### config.mk
export PLATFORM = sky130hd
export DESIGN_NAME = lite_to_stream_serializer_flat
export DESIGN_NICKNAME = d
export VERILOG_FILES = /design/src/rtl/lite_to_stream_serializer_pkg.sv /design/src/rtl/lite_to_stream_serializer_if.sv /design/src/rtl/lite_to_stream_serializer_stream_beat_counter.sv /design/src/rtl/lite_to_stream_serializer.sv /design/src/flat_wrapper.sv
export SDC_FILE = /design/constraint.sdc
export NUM_CORES = 1
export LEC_CHECK = 0
export ABC_AREA = 1
export CAP_MARGIN = 5
export CORE_AREA = 2 2 286 288
export DETAILED_ROUTE_END_ITERATION = 8
export DIE_AREA = 0 0 288 290
export HOLD_SLACK_MARGIN = 0.15
export PLACE_DENSITY = 0.61
export SETUP_SLACK_MARGIN = 0.2
export SLEW_MARGIN = 25
export SYNTH_ARGS = -nofsm -noshare
export SYNTH_HDL_FRONTEND = slang
export SYNTH_SLANG_ARGS = --single-unit
export TNS_END_PERCENT = 10
### constraint.sdc
create_clock -name clk_i -period 13.6 [get_ports clk_i]
set_clock_uncertainty 0.1 [all_clocks]
set_input_delay 2.04 -clock clk_i [delete_from_list [all_inputs] [get_ports clk_i]]
set_output_delay 2.04 -clock clk_i [all_outputs]
set_load 0.1 [all_outputs]
### src/rtl/lite_to_stream_serializer_pkg.sv
// Shared widths, payload-mask encodings and derived-size helpers
// for the lite-to-stream serializer.
package lite_to_stream_serializer_pkg;

    localparam int MSG_TYPE_W    = 4;
    localparam int SIZE_W        = 3;
    localparam int NUM_MSG_TYPES = 1 << MSG_TYPE_W;

    localparam logic [NUM_MSG_TYPES-1:0] PAYLOAD_NONE  = '0;
    localparam logic [NUM_MSG_TYPES-1:0] PAYLOAD_TYPE1 = 16'h0002;

    typedef enum logic {
        ST_EMPTY = 1'b0,
        ST_FULL  = 1'b1
    } buf_state_e;

    function automatic int words_f(int in_w, int out_w);
        return in_w / out_w;
    endfunction

    function automatic int off_f(int out_w);
        return $clog2(out_w / 8);
    endfunction

    function automatic int idx_f(int words);
        return (words > 1) ? $clog2(words) : 1;
    endfunction

    // Beats per message: 2^size bytes split into beats, at least one,
    // never more than the words held by one block.
    function automatic int beats_f(logic has_data,
                                   logic [SIZE_W-1:0] size,
                                   int off,
                                   int words);
        int beats;
        beats = 1;
        if (has_data && (int'(size) > off)) begin
            beats = 1 << (int'(size) - off);
        end
        if (beats > words) begin
            beats = words;
        end
        return beats;
    endfunction

endpackage

### src/rtl/lite_to_stream_serializer_if.sv
// Wide lite message channel in, narrow beat stream out.
// Signal names are from the serializer's point of view.
interface lite_to_stream_serializer_if #(
    parameter int paddr_width_p    = 40,
    parameter int in_data_width_p  = 512,
    parameter int out_data_width_p = 64,
    parameter int meta_width_p     = 32
);
    import lite_to_stream_serializer_pkg::*;

    logic [paddr_width_p-1:0]    in_addr_i;
    logic [SIZE_W-1:0]           in_size_i;
    logic [MSG_TYPE_W-1:0]       in_msg_type_i;
    logic [meta_width_p-1:0]     in_meta_i;
    logic [in_data_width_p-1:0]  in_data_i;
    logic                        in_v_i;
    logic                        in_ready_o;

    logic [paddr_width_p-1:0]    out_addr_o;
    logic [SIZE_W-1:0]           out_size_o;
    logic [MSG_TYPE_W-1:0]       out_msg_type_o;
    logic [meta_width_p-1:0]     out_meta_o;
    logic [out_data_width_p-1:0] out_data_o;
    logic                        out_v_o;
    logic                        out_ready_i;
    logic                        out_lock_o;

    modport slave (
        input  in_addr_i, in_size_i, in_msg_type_i,
        input  in_meta_i, in_data_i, in_v_i,
        output in_ready_o,
        output out_addr_o, out_size_o, out_msg_type_o,
        output out_meta_o, out_data_o, out_v_o, out_lock_o,
        input  out_ready_i
    );

    modport master (
        output in_addr_i, in_size_i, in_msg_type_i,
        output in_meta_i, in_data_i, in_v_i,
        input  in_ready_o,
        input  out_addr_o, out_size_o, out_msg_type_o,
        input  out_meta_o, out_data_o, out_v_o, out_lock_o,
        output out_ready_i
    );

endinterface

### src/rtl/lite_to_stream_serializer_stream_beat_counter.sv
// Beat index within the current message: cleared on accept,
// advances per handshake, saturating at the message's last beat.
module stream_beat_counter #(
    parameter int width_p = 3
) (
    input  logic               clk_i,
    input  logic               reset_i,
    input  logic               clear_i,
    input  logic               up_i,
    input  logic [width_p-1:0] last_idx_i,
    output logic [width_p-1:0] cnt_o,
    output logic               last_o
);

    logic [width_p-1:0] cnt_q, cnt_d;

    assign last_o = (cnt_q == last_idx_i);
    assign cnt_o  = cnt_q;

    always_comb begin
        cnt_d = cnt_q;
        if (clear_i) begin
            cnt_d = '0;
        end else if (up_i && !last_o) begin
            cnt_d = cnt_q + width_p'(1);
        end
    end

    always_ff @(posedge clk_i) begin
        if (reset_i) begin
            cnt_q <= '0;
        end else begin
            cnt_q <= cnt_d;
        end
    end

endmodule

### src/rtl/lite_to_stream_serializer.sv
// One-entry buffer that replays a wide lite message as a locked
// burst of narrow beats with in-block wrapping beat addresses.
module lite_to_stream_serializer
    import lite_to_stream_serializer_pkg::*;
#(
    parameter int paddr_width_p    = 40,
    parameter int in_data_width_p  = 512,
    parameter int out_data_width_p = 64,
    parameter int meta_width_p     = 32,
    parameter logic [NUM_MSG_TYPES-1:0] payload_mask_p = PAYLOAD_NONE
) (
    input logic clk_i,
    input logic reset_i,
    lite_to_stream_serializer_if.slave bus
);

    localparam int W   = words_f(in_data_width_p, out_data_width_p);
    localparam int OFF = off_f(out_data_width_p);
    localparam int IDX = idx_f(W);

    buf_state_e state_q, state_d;

    logic [paddr_width_p-1:0]    addr_q;
    logic [SIZE_W-1:0]           size_q;
    logic [MSG_TYPE_W-1:0]       type_q;
    logic [meta_width_p-1:0]     meta_q;
    logic [in_data_width_p-1:0]  data_q;
    logic [IDX-1:0]              last_idx_q, last_idx_d;

    logic                        in_ready;
    logic                        accept;
    logic                        out_v;
    logic                        beat_fire;
    logic                        last;
    logic [IDX-1:0]              beat_q;
    logic [paddr_width_p-1:0]    beat_addr;
    logic [out_data_width_p-1:0] beat_data;

    // Reset gates ready so nothing is taken while the buffer is cleared.
    assign in_ready  = (state_q == ST_EMPTY) & ~reset_i;
    assign accept    = bus.in_v_i & in_ready;
    assign out_v     = (state_q == ST_FULL);
    assign beat_fire = out_v & bus.out_ready_i;

    assign last_idx_d = IDX'(beats_f(payload_mask_p[bus.in_msg_type_i],
                                     bus.in_size_i, OFF, W) - 1);

    always_comb begin
        state_d = state_q;
        case (state_q)
            ST_EMPTY: if (accept) state_d = ST_FULL;
            ST_FULL:  if (beat_fire && last) state_d = ST_EMPTY;
            default:  state_d = ST_EMPTY;
        endcase
    end

    always_ff @(posedge clk_i) begin
        if (reset_i) begin
            state_q <= ST_EMPTY;
        end else begin
            state_q <= state_d;
        end
    end

    always_ff @(posedge clk_i) begin
        if (accept) begin
            addr_q     <= bus.in_addr_i;
            size_q     <= bus.in_size_i;
            type_q     <= bus.in_msg_type_i;
            meta_q     <= bus.in_meta_i;
            data_q     <= bus.in_data_i;
            last_idx_q <= last_idx_d;
        end
    end

    stream_beat_counter #(
        .width_p (IDX)
    ) u_beat_cnt (
        .clk_i      (clk_i),
        .reset_i    (reset_i),
        .clear_i    (accept),
        .up_i       (beat_fire),
        .last_idx_i (last_idx_q),
        .cnt_o      (beat_q),
        .last_o     (last)
    );

    generate
        if (W == 1) begin : g_single
            assign beat_data = data_q[out_data_width_p-1:0];
            assign beat_addr = addr_q;
        end else begin : g_multi
            logic [W-1:0][out_data_width_p-1:0] words;
            logic [IDX:0] field_sum;
            logic [IDX:0] field_wrap;

            assign words      = data_q;
            assign beat_data  = words[beat_q];
            assign field_sum  = {1'b0, addr_q[OFF +: IDX]}
                              + {1'b0, beat_q};
            // Beat address wraps inside the block, never crossing it.
            assign field_wrap = field_sum % (IDX+1)'(W);

            always_comb begin
                beat_addr = addr_q;
                beat_addr[OFF +: IDX] = field_wrap[IDX-1:0];
            end
        end
    endgenerate

    assign bus.in_ready_o     = in_ready;
    assign bus.out_v_o        = out_v;
    assign bus.out_lock_o     = out_v & ~last;
    assign bus.out_addr_o     = beat_addr;
    assign bus.out_data_o     = beat_data;
    assign bus.out_size_o     = size_q;
    assign bus.out_msg_type_o = type_q;
    assign bus.out_meta_o     = meta_q;

endmodule

### src/flat_wrapper.sv
// flat-port wrapper written by rule: the top's interface ports become plain ports
module lite_to_stream_serializer_flat import lite_to_stream_serializer_pkg::*;
#(
    parameter int paddr_width_p    = 40,
    parameter int in_data_width_p  = 512,
    parameter int out_data_width_p = 64,
    parameter int meta_width_p     = 32,
    parameter logic [NUM_MSG_TYPES-1:0] payload_mask_p = PAYLOAD_NONE
)
  (clk_i, reset_i, bus_in_addr_i, bus_in_size_i, bus_in_msg_type_i, bus_in_meta_i, bus_in_data_i, bus_in_v_i, bus_in_ready_o, bus_out_addr_o, bus_out_size_o, bus_out_msg_type_o, bus_out_meta_o, bus_out_data_o, bus_out_v_o, bus_out_lock_o, bus_out_ready_i);
  lite_to_stream_serializer_if #(.paddr_width_p(paddr_width_p), .in_data_width_p(in_data_width_p), .out_data_width_p(out_data_width_p), .meta_width_p(meta_width_p)) bus_i ();
  input logic clk_i;
  input logic reset_i;
  input wire logic [$bits(bus_i.in_addr_i)-1:0] bus_in_addr_i;
  input wire logic [$bits(bus_i.in_size_i)-1:0] bus_in_size_i;
  input wire logic [$bits(bus_i.in_msg_type_i)-1:0] bus_in_msg_type_i;
  input wire logic [$bits(bus_i.in_meta_i)-1:0] bus_in_meta_i;
  input wire logic [$bits(bus_i.in_data_i)-1:0] bus_in_data_i;
  input wire logic [$bits(bus_i.in_v_i)-1:0] bus_in_v_i;
  output wire logic [$bits(bus_i.in_ready_o)-1:0] bus_in_ready_o;
  output wire logic [$bits(bus_i.out_addr_o)-1:0] bus_out_addr_o;
  output wire logic [$bits(bus_i.out_size_o)-1:0] bus_out_size_o;
  output wire logic [$bits(bus_i.out_msg_type_o)-1:0] bus_out_msg_type_o;
  output wire logic [$bits(bus_i.out_meta_o)-1:0] bus_out_meta_o;
  output wire logic [$bits(bus_i.out_data_o)-1:0] bus_out_data_o;
  output wire logic [$bits(bus_i.out_v_o)-1:0] bus_out_v_o;
  output wire logic [$bits(bus_i.out_lock_o)-1:0] bus_out_lock_o;
  input wire logic [$bits(bus_i.out_ready_i)-1:0] bus_out_ready_i;
  assign bus_i.in_addr_i = bus_in_addr_i;
  assign bus_i.in_size_i = bus_in_size_i;
  assign bus_i.in_msg_type_i = bus_in_msg_type_i;
  assign bus_i.in_meta_i = bus_in_meta_i;
  assign bus_i.in_data_i = bus_in_data_i;
  assign bus_i.in_v_i = bus_in_v_i;
  assign bus_in_ready_o = bus_i.in_ready_o;
  assign bus_out_addr_o = bus_i.out_addr_o;
  assign bus_out_size_o = bus_i.out_size_o;
  assign bus_out_msg_type_o = bus_i.out_msg_type_o;
  assign bus_out_meta_o = bus_i.out_meta_o;
  assign bus_out_data_o = bus_i.out_data_o;
  assign bus_out_v_o = bus_i.out_v_o;
  assign bus_out_lock_o = bus_i.out_lock_o;
  assign bus_i.out_ready_i = bus_out_ready_i;
  lite_to_stream_serializer #(.paddr_width_p(paddr_width_p), .in_data_width_p(in_data_width_p), .out_data_width_p(out_data_width_p), .meta_width_p(meta_width_p), .payload_mask_p(payload_mask_p)) u_core (.clk_i(clk_i), .reset_i(reset_i), .bus(bus_i));
endmodule
==> metrics.cfg, run 1 <==
[outcome]
status = finished clean

[sta]
rsz0062_at_grt = false
holdWs_ns = 0.547
worst_pin_slew_ns = 1.16
final.period_utilization = 0.513
hold_viol = 0
drv_slew = 0
setup_tns_ns = 0
fmax_mhz = 143
max_slew_margin = 0.228
setup_viol = 0
fin_crit_ns = 6.98

[yosys]
synth_area_sq_mm = 0.0252
synth_seq_cells = 595
syn_nets = 2966
yosysWarningCount = 0
synth_area_leaders = edfxtp_1, nand2_1, inv_1
avgSynthCellArea_sq_um = 10.6
yosysSeqAreaShare = 0.707
netlist_instances = 2367
synth_cell_types = 20
yosysTopAreaCellShare = 0.704
yosysTopAreaCell = edfxtp_1

[min_path]
hp-start = u_core.bus.out_v_o
hold_path.class = reg -> reg
hold_depth = 4
holdPathEnd = u_core.bus.out_v_o

[grt]
grt_max_degree = 181
antenna_found_initial = 36
grt_pass1_vias = 18200
grt_pass1_wl_um = 112000
grt_overflow = 0
grtUsageTotal = 0.181

[placed_design]
gp_congestion = 0.836
dp_hpwl_um = 53700
placed_area_sq_mm = 0.0332
port_buffers = 740

[power]
p_leak_nw = 15.1
vdd_drop_max_mv = 0.110
finalPower_mw = 4.47
p_per_area_mw_per_mm2 = 126

[routing]
first_pass_iters = 5
vias_per_cell = 4.28
drc = 0
post_drt_wl_per_cell_um = 18.4
wirelength_um = 77100
vias = 17900
drt_iter0_drc = 1073
drtAntennaViolNets = 0

[clock_network]
cts_htree_levels = 3
cts_resized = 0
clock_latency_ns = 0.58
path_clk_slew_ns = 0.06
clock_path_buffers = 3
cts.sinks = 595
cts_tree = yes
cts_root_buffer = clkbuf_16
cts_buffers = 70
cts_hold_buf = 0
cts_setup_buffers = 0

[die]
die-area_sq_mm = 0.0835
die_w_um = 288
io-pin-count = 741
start_util = 0.314
rows = 104
fp.coreArea_sq_mm = 0.0802
die_y_um = 290

[final_layout]
finalNetCount = 3660
regArea_sq_mm = 0.0178
design_area_sq_mm = 0.0356
drive_gt1_frac = 0.0408
synthToLayoutAreaGrowth_pct = 41.1
multi_input_area_sq_mm = 0.00457
final_cell_mix = nand2_1, clkdlybuf4s50_1, edfxtp_1
layout_commonest_cell = nand2_1
fill_cells = 7481

[worst_setup_path]
r2r-end = u_core.data_q[236]
slowest_stage = clkdlybuf4s50_1
cp-end-kind = primary output
path_cells = inv_8 -> buf_4 -> buf_4 -> nand2_1 -> nand3_1 -> nand2_1 -> nand2_1 -> nand2_1 -> clkdlybuf4s50_1
worstSetupPathType = reg -> out
r2r_start = u_core.bus.out_v_o
crit_fanout = 114
critPathMaxStageDelay_ns = 1.00
r2r_slack_ns = 9.92
worst-path-buf-inv = 4
critPathLaunchType = flop
cp.required_ns = 11.46
crit_top_cell = nand2_1
path_delay_family = buffers and inverters
crit_arrival_ns = 4.84
reg2regPathDepth = 6

[job]
drv_cap = 0

==> sequential cells by signal, summed over array words and instances (netlist names) <==
signal and cells:
u_core.u_beat_cnt.cnt_o 3, u_core.data_q 512, u_core.addr_q 40, u_core.bus.out_msg_type_o 4
u_core.bus.out_size_o 3, u_core.bus.out_meta_o 32, u_core.bus.out_v_o 1
==> final cells by class <==
| type | count | share of cell area |
|---|---|---|
| Timing Repair Buffer | 758 | 0.213 |
| Clock inverter | 38 | 0.0119 |
| Sequential cell | 595 | 0.502 |
| Antenna cell | 14 | 0.000985 |
| Inverter | 519 | 0.0553 |
| Tap cell | 1060 | 0.0373 |
| Clock buffer | 86 | 0.0516 |
| Multi-Input combinational cell | 1117 | 0.129 |
==> worst min-delay path: cells and delay by family (launching register included) <==
family / cells / cell delay (ns)
flip-flops: 1 / 0.35
AND/OR/NAND/NOR: 3 / 0.15
buffers and inverters: 1 / 0.10
==> cell usage after synthesis <==
master / count
inv_1: 516
clkinv_1: 1
buf_2: 58
inv_2: 1
xnor2_1: 1
xor2_1: 1
ha_1: 3
o21ai_0: 2
buf_4: 65
nand3_1: 258
inv_4: 1
a21oi_1: 2
buf_6: 3
buf_1: 1
dfxtp_1: 4
edfxtp_1: 591
fa_1: 1
clkbuf_1: 9
nand2_1: 842
nor2_1: 7
==> worst max path at each step <==
| stage | depth (start not counted) | endpoint | start | slack [ns] |
|---|---|---|---|---|
| 6_report | 9 | bus_out_data_o[32] | u_core.u_beat_cnt.cnt_o[0] | 6.62 |
| 5_1_grt | 9 | bus_out_data_o[32] | u_core.u_beat_cnt.cnt_o[0] | 6.27 |
| 4_1_cts | 9 | bus_out_data_o[32] | u_core.u_beat_cnt.cnt_o[0] | 6.49 |
| 3_5_place_dp | 9 | bus_out_data_o[32] | u_core.u_beat_cnt.cnt_o[0] | 7.14 |
| 3_3_place_gp | 9 | bus_out_data_o[32] | u_core.u_beat_cnt.cnt_o[0] | 7.21 |
| 2_1_floorplan | 3 | u_core.addr_q[0] | reset_i | 1.50 |
==> routing by layer <==
metal / up-vias / wire, um / GRT usage
met2: 645 / 38100 / 0.312
met5: - / 271 / 0
met3: 182 / 7510 / 0.0690
met4: 44 / 2810 / 0.0723
met1: 8279 / 28400 / 0.200
li1: 8786 / - / -
==> power breakdown <==
group | switching [mW] | internal (mW) | total, mW
Sequential | 0.0206 | 2.12 | 2.14
Combinational | 0.264 | 0.206 | 0.470
Clock | 0.783 | 1.07 | 1.85
==> logic make-up (layout without fill, tap and decap cells) <==
| group | Yosys count | after routing | share of synthesized area |
|---|---|---|---|
| other cells | 0 | 14 | 0 |
| simple gates | 1107 | 1107 | 0.178 |
| compound gates | 4 | 4 | 0.000794 |
| fa+ha+maj | 4 | 4 | 0.00228 |
| flops | 595 | 595 | 0.707 |
| xor+xnor | 2 | 2 | 0.000695 |
| buf+inv | 655 | 1401 | 0.111 |
==> through the flow <==
step / cells / utilization / setup slack (ns)
4_1_cts: 4172 / 0.443 / 6.49
6_report: 4187 / 0.444 / 6.62
5_1_grt: 4181 / 0.443 / 6.27
3_5_place_dp: 4048 / 0.415 / 7.14
2_1_floorplan: 2367 / - / 1.50
3_3_place_gp: 4048 / 0.415 / 7.21
Power figures use the tool's default switching activity.
==> inputs of run 2 (changes only) <==
--- a/config.mk
+++ b/config.mk
@@ -11,7 +11,7 @@
 export DETAILED_ROUTE_END_ITERATION = 8
 export DIE_AREA = 0 0 288 290
 export HOLD_SLACK_MARGIN = 0.15
-export PLACE_DENSITY = 0.61
+export PLACE_DENSITY = 0.59
 export SETUP_SLACK_MARGIN = 0.2
 export SLEW_MARGIN = 25
 export SYNTH_ARGS = -nofsm -noshare
==> constraint.sdc (replaced) <==
create_clock -name clk_i -period 6.5 [get_ports clk_i]
set_clock_uncertainty 0.1 [all_clocks]
set_input_delay 0.975 -clock clk_i [delete_from_list [all_inputs] [get_ports clk_i]]
set_output_delay 0.975 -clock clk_i [all_outputs]
set_load 0.1 [all_outputs]
==> run 2 against run 1 <==
Register-to-register slack worse by 6.1 ns. Largest power group unchanged. Worst hold slack about the same. Critical path depth fell by 1. Clock power increased by 110%. Largest cell class unchanged.
==> metrics.cfg, run 2 (synthesis results as in run 1) <==
[grt]
grtUsageTotal = 0.178
grt_max_degree = 147
grt_pass1_wl_um = 111000
grt_pass1_vias = 18000
antenna_found_initial = 24
grt_overflow = 0

[die]
fp.coreArea_sq_mm = 0.0802
die-area_sq_mm = 0.0835
die_w_um = 288
die_y_um = 290
start_util = 0.314
io-pin-count = 741
rows = 104

[worst_setup_path]
critPathMaxStageDelay_ns = 1.15
path_cells = inv_8 -> buf_4 -> nand2_1 -> nand3_1 -> nand2_1 -> nand2_1 -> nand2_1 -> clkdlybuf4s50_1
crit_top_cell = nand2_1
path_delay_family = buffers and inverters
crit_fanout = 146
reg2regPathDepth = 5
worst-path-buf-inv = 3
r2r-end = u_core.u_beat_cnt.cnt_o[2]
critPathLaunchType = flop
r2r_slack_ns = 3.78
worstSetupPathType = reg -> out
cp-end-kind = primary output
crit_arrival_ns = 4.21
r2r_start = u_core.u_beat_cnt.cnt_o[2]
slowest_stage = clkdlybuf4s50_1
cp.required_ns = 5.42
crit_cells = 8

[sta]
max_slew_margin = 0.278
fin_ws_ns = 1.22
fin_crit_ns = 5.28
setup_viol = 0
final.period_utilization = 0.813
worst_pin_slew_ns = 1.08
fmax_mhz = 189
holdWs_ns = 0.547
drv_slew = 0
rsz0062_at_grt = false
hold_viol = 0
setup_tns_ns = 0

[routing]
first_pass_iters = 5
vias_per_cell = 4.27
drc = 0
post_drt_wl_per_cell_um = 18.3
drt_iter0_drc = 930
drtAntennaViolNets = 0
wirelength_um = 76800
vias = 17900

[placed_design]
dp_worst_setup_slack_ns = 1.85
placed_area_sq_mm = 0.0334
place_inst = 4050
gp_congestion = 0.844
dp_hpwl_um = 53200
port_buffers = 740

[outcome]
status = finished clean

[min_path]
hp-start = u_core.bus.out_v_o
holdPathEnd = u_core.bus.out_v_o
hold_path.class = reg -> reg
hold_depth = 3

[final_layout]
multi_input_area_sq_mm = 0.00458
regArea_sq_mm = 0.0178
largest_register_ffs = 512
largest_register = u_core.data_q
finalCoreUtilization = 0.444
drive_gt1_frac = 0.0414
final_cell_mix = nand2_1, clkdlybuf4s50_1, edfxtp_1
design_area_sq_mm = 0.0356
synthToLayoutAreaGrowth_pct = 41.2
finalNetCount = 3662
fill_cells = 7537
layout.cells.non_filler = 4190
layout_commonest_cell = nand2_1

[clock_network]
cts_buffers = 71
cts_htree_levels = 3
cts_setup_buffers = 0
cts_root_buffer = clkbuf_16
cts_resized = 0
clock_path_buffers = 3
path_clk_slew_ns = 0.06
cts_hold_buf = 0
cts_tree = yes
clock_latency_ns = 0.59
cts.sinks = 595

[power]
p_clk_frac = 0.410
comb_power_share = 0.107
vdd_drop_max_mv = 0.191
p_sw_mw = 2.22
intPower_mw = 7.05
seq_power_share = 0.484
p_sw_frac = 0.239
finalPower_mw = 9.27
p_per_area_mw_per_mm2 = 260
p_leak_nw = 15.1

[job]
drv_cap = 0

[run 2: cell types whose count changed in the layout (fill, tap and decap cells not counted), sizes merged]
cell	before	now
clkinvlp	3	8
clkinv	28	26
bufinv	5	3
clkdlybuf4s50	737	740
buf	21	19
inv	521	522
[run 2: layout make-up]
class,count,share of cell area
timing repair buffer,759,0.215
clock buffer,86,0.0521
inverter,519,0.0552
multi-input combinational,1117,0.129
clock inverter,40,0.00977
antenna,14,0.000984
tap,1060,0.0373
sequential,595,0.501
[run 2: power groups by stage]
stage	combinational [mW]	clock (mW)	sequential [mW]
after floorplan	0.408	0	4.72
after global placement	0.987	0	4.56
after detailed placement	0.994	0	4.56
after CTS	0.999	3.91	4.48
after global routing	1.05	4.04	4.50
final	0.989	3.80	4.48
[run 2: worst max-delay path by stage]
| stage | from | endpoint |
|---|---|---|
| after floorplan | reset_i | u_core.addr_q[0] |
| final | u_core.u_beat_cnt.cnt_o[0] | bus_out_data_o[33] |
| after global placement | u_core.u_beat_cnt.cnt_o[0] | bus_out_data_o[32] |
| after detailed placement | u_core.u_beat_cnt.cnt_o[0] | bus_out_data_o[33] |
| after CTS | u_core.u_beat_cnt.cnt_o[0] | bus_out_data_o[33] |
| after global routing | u_core.u_beat_cnt.cnt_o[0] | bus_out_data_o[33] |
[run 2: per-layer routing]
layer,vias up,track usage,routed length [um]
met1,8321,0.204,29500
li1,8792,-,-
met2,615,0.309,38000
met4,22,0.0645,2270
met3,145,0.0594,6950
met5,-,0,139
[run 2: worst register-to-register path, cell delays in order (launching register included)]
cell      delay, ns
dfxtp_4        0.65
clkinv_2       0.83
buf_4          0.59
nand3_1        0.20
nand2_1        0.07
nor2_1         0.18
